## config.mk

```make
export PLATFORM = sky130hd
export DESIGN_NAME = uart_rx
export DESIGN_NICKNAME = d
export VERILOG_FILES = /design/src/rtl/uart_rx.sv
export SDC_FILE = /design/constraint.sdc
export NUM_CORES = 1
export LEC_CHECK = 0
export ABC_AREA = 1
export CAP_MARGIN = 20
export CORE_UTILIZATION = 57
export CTS_CLUSTER_DIAMETER = 150
export CTS_CLUSTER_SIZE = 12
export DETAILED_ROUTE_END_ITERATION = 16
export GPL_ROUTABILITY_DRIVEN = 0
export PLACE_DENSITY = 0.76
export SETUP_SLACK_MARGIN = 0.05
export SYNTH_ARGS = -nofsm -noshare
export SYNTH_HDL_FRONTEND = slang
export SYNTH_SLANG_ARGS = --single-unit
```

## constraint.sdc

```tcl
create_clock -name clk -period 2.1 [get_ports clk]
set_clock_uncertainty 0.05 [all_clocks]
set_input_delay 0.315 -clock clk [delete_from_list [all_inputs] [get_ports clk]]
set_output_delay 0.315 -clock clk [all_outputs]
set_load 0.005 [all_outputs]
```

## src/rtl/uart_rx.sv

```systemverilog
// -----------------------------------------------------------------------------
// uart_rx
//
// Receive side of the UART. Oversamples an asynchronous serial line and
// recovers frames of 1 start bit, 8 data bits LSB-first, an optional parity
// bit and 1 stop bit. Bit timing comes from the BIT_TIME clock-count
// parameter; every bit is sampled at its middle.
//
// Ports:
//   clk      in   system clock, rising edge
//   reset    in   synchronous active-low reset (0 = reset)
//   sdi      in   serial data, idles high, asynchronous to clk
//   par_en   in   1 = frame carries a parity bit between data and stop
//   par_odd  in   1 = odd parity, 0 = even (ignored when par_en = 0)
//   rd       in   one-cycle read strobe; acknowledges the current byte
//   rx_data  out  last received byte
//   rx_rdy   out  sticky, a byte is available
//   perr     out  sticky, parity mismatch on the last frame
//   ferr     out  sticky, stop bit sampled low on the last frame
//   ovf      out  sticky, a frame completed while rx_rdy was still set
//   busy     out  1 while the receiver FSM is not idle
//
// Handshake: the host sees rx_rdy rise for a completed frame and acknowledges
// it with a single-cycle rd pulse; rd clears rx_rdy/perr/ferr/ovf on the next
// edge and is ignored while rx_rdy is 0. A frame completing in the same cycle
// as rd takes priority and leaves rx_rdy set with ovf clear.
//
// The FSM state is held in state_q (type state_e) for observation.
// -----------------------------------------------------------------------------
module uart_rx #(
    parameter int unsigned BIT_TIME = 434,
    parameter int unsigned CNT_W    = 16
) (
    input  logic       clk,
    input  logic       reset,
    input  logic       sdi,
    input  logic       par_en,
    input  logic       par_odd,
    input  logic       rd,
    output logic [7:0] rx_data,
    output logic       rx_rdy,
    output logic       perr,
    output logic       ferr,
    output logic       ovf,
    output logic       busy
);

    typedef enum logic [2:0] {IDLE, START, DATA, PARITY, STOP} state_e;

    localparam logic [CNT_W-1:0] HALF_LOAD = CNT_W'(BIT_TIME / 2 - 1);
    localparam logic [CNT_W-1:0] FULL_LOAD = CNT_W'(BIT_TIME - 1);

    state_e           state_q, state_d;
    logic [CNT_W-1:0] cnt_q, cnt_d;
    logic [2:0]       idx_q, idx_d;
    logic [7:0]       shift_q, shift_d;
    logic             perr_pend_q, perr_pend_d;
    logic             ferr_pend_q, ferr_pend_d;
    logic             done_q, done_d;
    logic             sync1_q, sync2_q, prev_q;
    logic [7:0]       rx_data_q, rx_data_d;
    logic             rx_rdy_q, rx_rdy_d;
    logic             perr_q, perr_d;
    logic             ferr_q, ferr_d;
    logic             ovf_q, ovf_d;

    logic start_edge;
    logic expire;

    // sync2_q is the synchronized line; prev_q is its previous value, so a
    // start edge needs the line to have been seen high first (re-arm after
    // a break).
    assign start_edge = prev_q & ~sync2_q;
    assign expire     = (cnt_q == '0);

    always_ff @(posedge clk) begin
        if (!reset) begin
            sync1_q     <= 1'b1;
            sync2_q     <= 1'b1;
            prev_q      <= 1'b1;
            state_q     <= IDLE;
            cnt_q       <= '0;
            idx_q       <= '0;
            shift_q     <= '0;
            perr_pend_q <= 1'b0;
            ferr_pend_q <= 1'b0;
            done_q      <= 1'b0;
            rx_data_q   <= '0;
            rx_rdy_q    <= 1'b0;
            perr_q      <= 1'b0;
            ferr_q      <= 1'b0;
            ovf_q       <= 1'b0;
        end else begin
            sync1_q     <= sdi;
            sync2_q     <= sync1_q;
            prev_q      <= sync2_q;
            state_q     <= state_d;
            cnt_q       <= cnt_d;
            idx_q       <= idx_d;
            shift_q     <= shift_d;
            perr_pend_q <= perr_pend_d;
            ferr_pend_q <= ferr_pend_d;
            done_q      <= done_d;
            rx_data_q   <= rx_data_d;
            rx_rdy_q    <= rx_rdy_d;
            perr_q      <= perr_d;
            ferr_q      <= ferr_d;
            ovf_q       <= ovf_d;
        end
    end

    // Receiver FSM: every state waits for the counter to expire at mid-bit.
    always_comb begin
        state_d     = state_q;
        cnt_d       = expire ? cnt_q : cnt_q - CNT_W'(1);
        idx_d       = idx_q;
        shift_d     = shift_q;
        perr_pend_d = perr_pend_q;
        ferr_pend_d = ferr_pend_q;
        done_d      = 1'b0;

        unique case (state_q)
            IDLE: begin
                if (start_edge) begin
                    state_d     = START;
                    cnt_d       = HALF_LOAD;
                    perr_pend_d = 1'b0;
                    ferr_pend_d = 1'b0;
                end
            end
            START: begin
                if (expire) begin
                    if (!sync2_q) begin
                        state_d = DATA;
                        cnt_d   = FULL_LOAD;
                        idx_d   = '0;
                    end else begin
                        // Line back high at mid start bit: a glitch.
                        state_d = IDLE;
                    end
                end
            end
            DATA: begin
                if (expire) begin
                    shift_d[idx_q] = sync2_q;
                    cnt_d          = FULL_LOAD;
                    if (idx_q == 3'd7) begin
                        state_d = par_en ? PARITY : STOP;
                    end else begin
                        idx_d = idx_q + 3'd1;
                    end
                end
            end
            PARITY: begin
                if (expire) begin
                    if (sync2_q != (^shift_q ^ par_odd)) begin
                        perr_pend_d = 1'b1;
                    end
                    cnt_d   = FULL_LOAD;
                    state_d = STOP;
                end
            end
            STOP: begin
                if (expire) begin
                    ferr_pend_d = ~sync2_q;
                    done_d      = 1'b1;
                    state_d     = IDLE;
                end
            end
            default: state_d = IDLE;
        endcase
    end

    // Host-side flags. Completion (done_q) is applied after the rd clear so
    // that a coincident completion wins.
    always_comb begin
        rx_data_d = rx_data_q;
        rx_rdy_d  = rx_rdy_q;
        perr_d    = perr_q;
        ferr_d    = ferr_q;
        ovf_d     = ovf_q;

        if (rd && rx_rdy_q) begin
            rx_rdy_d = 1'b0;
            perr_d   = 1'b0;
            ferr_d   = 1'b0;
            ovf_d    = 1'b0;
        end

        if (done_q) begin
            rx_data_d = shift_q;
            rx_rdy_d  = 1'b1;
            perr_d    = perr_pend_q;
            ferr_d    = ferr_pend_q;
            if (rx_rdy_q && !rd) begin
                ovf_d = 1'b1;
            end
        end
    end

    assign rx_data = rx_data_q;
    assign rx_rdy  = rx_rdy_q;
    assign perr    = perr_q;
    assign ferr    = ferr_q;
    assign ovf     = ovf_q;
    assign busy    = (state_q != IDLE);

endmodule

```

==> flow_summary.yaml <==
synth:
  synth_edf_count: 0
  netlist_area_um2: 2414
  yosysWarnings: 0
  synthXorXnorAreaFrac: 0.03992
  synthAdderAreaFrac: 0.02074
  ys_seq_area_frac: 0.3981
  synth-compound-area-share: 0.1358
  postSynth.asyncResetShare: 0
  synthSimpleGateAreaFrac: 0.3354
  syn_nets: 349
  ys_ff_latch: 48
  synth_cell_types: 36
  synth_cells: 339
  syn_area_per_cell_um2: 7.120
  synth_top_family_by_area: "simple AND/OR/NAND/NOR gates"
  synthMuxAreaShare: 0
  synth_flop_cell: "dfxtp_1"
detailed_routing:
  vias: 2123
  drt_iter0_drc: 129
  finalWirelength_um: 4855
  vias_per_cell: 5.153
  dr.pass1.iters: 4
  drc: 0
  antenna_left: 0
  post_drt_wl_per_cell_um: 11.78
timing:
  slew_headroom: 0.6657
  setup_slack_ns: 0.2081
  maxSlewViolCount: 0
  holdWs_ns: 0.3731
  setup_viol: 0
  rsz0062_at_grt: "no"
  min_period_ns: 1.892
  final.setup.tns_ns: 0
  tightest_slew_ns: 0.5010
  fmaxAchievable_mhz: 528.6
  min_period_over_period: 0.9009
  finalHoldViolations: 0
global_route:
  grt_max_degree: 17
  gr-max-usage-layer: "met2"
  grt_pass1_wl_um: 8376
  antenna_found_initial: 0
  overflow: 0
  grt_usage: 0.2479
  grt_pass1_vias: 1985
  met1_usage: 0.2974
  use_met3: 0.05308
  grt_use_met2: 0.4325
final_layout:
  syn_to_final_growth_pct: 14.05
  final_cell_mix: "nand2_1, nor2_1, dfxtp_1"
  drive_gt1_frac: 0.1215
  diodes: 0
  final_common_cell: "nand2_1"
  finish.instance_area_um2: 2753
  nNetsFinal: 371
  fillers: 364
hold_path:
  hold_end: "sync2_q"
  whs_path_depth: 1
  worstHoldStart: "sync1_q"
  hold_path_class: "flip-flop to flip-flop"
power_and_ir_drop:
  power_mw: 3.433
  leakage_nw: 1.218
  ir_drop_mv: 0.5258
  p_per_area_nw_per_um2: 1247
worst_setup_path:
  cp.arrival_ns: 1.53
  start_kind: "flip-flop"
  r2r_slack_ns: 0.21
  rr_worst_depth: 10
  worstReg2RegEnd: "cnt_q[0]"
  r2r-start: "cnt_q[0]"
  crit_fanout: 5
  crit_type: "flip-flop to primary output"
  cp.required_ns: 1.74
  end_kind: "primary output"
clock_tree:
  cts_tree: "yes"
  ctsResizeCount: 0
  clkLatencyLatePin_ns: 0.30
  cts_sinks: 48
  cts_hold_buf: 0
  cts_buffers: 5
  htreeDepth: 2
  clock_path_buffers: 2
  cts.clk_slew.worst_paths_ns: 0.09
  postCtsSetupRepairBufs: 0
  cts.root.buffer_cell: "clkbuf_8"
placement:
  place_ws_ns: 0.09140
  dp.final_hpwl_um: 3672
  placed_cell_area_um2: 2656
  port_buffers: 18
floorplan:
  die_h_um: 67.07
  die_x_um: 67.07
  start_util: 0.5991
  dieArea_um2: 4498
  rows: 23
  fp.coreArea_um2: 4029
  io_pins: 19
status:
  status: "finished, final reports clean"
run:
  maxCapViolCount: 0
==> routing by layer <==
metal  part of all wire  routed length (um)  up-vias
met2               0.49                2390       42
met1               0.45                2202      944
met4              0.014                  66        0
met3              0.040                 196        7
li1                   -                   -     1130
met5                  0                   0        -
==> metrics by stage <==
stage,std cells,utilization
floorplan,339,-
global placement,404,0.6593
detailed placement,404,0.6593
CTS,412,0.6826
global route,412,0.6832
finish,412,0.6832
==> cells by family (layout without fill, tap and decap cells) <==
| family | count (synthesis) | count (layout) |
|---|---|---|
| AND/OR/NAND/NOR | 169 | 169 |
| AO/OA/AOI/OAI | 62 | 62 |
| adder cells (fa/ha/maj) | 4 | 4 |
| flip-flops | 48 | 48 |
| buffers and inverters | 45 | 68 |
| XOR/XNOR | 11 | 11 |
==> worst max-delay path, stage by stage (launching register included) <==
cell and delay [ns]:
dfxtp_1 0.37, nor3_1 0.26, inv_1 0.13, clkdlybuf4s50_1 0.48
==> how the worst max path moves through the flow <==
stage,from,endpoint,slack (ns),cells after the start
after floorplan,cnt_q[0],cnt_q[0],0.23,10
after global placement,cnt_q[0],cnt_q[0],0.23,10
after detailed placement,cnt_q[0],cnt_q[0],0.09,10
after CTS,cnt_q[0],cnt_q[0],0.08,10
after global routing,cnt_q[0],shift_q[7],0.07,11
final,state_q[0],busy,0.21,3
==> cells in the mapped netlist (all sizes together), types with 5 or more instances <==
library cell	n	share of area
nor3	9	0.023
nand3	13	0.032
nand4	5	0.022
nor2	59	0.11
clkbuf	5	0.0078
xor2	7	0.025
dfxtp	48	0.40
nand2	76	0.13
a21oi	28	0.058
o21ai	28	0.060
inv	38	0.059
==> power breakdown <==
group / switching (mW) / leakage (nW) / internal (mW)
logic: 1.01 / 0.783 / 0.607
registers: 0.170 / 0.390 / 1.07
clock network: 0.304 / 0.0445 / 0.268
==> sequential cells by signal, summed over array words and instances, names as in the netlist, named ones only <==
name and flops:
cnt_q 16, rx_data 8, shift_q 8, idx_q 3, state_q 3, done_q 1, ferr 1, ferr_pend_q 1
perr 1, perr_pend_q 1, prev_q 1, rx_rdy 1, sync1_q 1, sync2_q 1
==> cell type report <==
class | count | area [um2] | area share
repair buffers | 21 | 202.7 | 0.07364
clock inverters | 1 | 7.507 | 0.002727
clock buffers | 7 | 86.33 | 0.03136
flip-flops and latches | 48 | 960.9 | 0.3491
well taps | 50 | 62.56 | 0.02273
multi-input cells | 246 | 1286 | 0.4673
inverters | 39 | 146.4 | 0.05318
(Power assumes the default switching activity.)
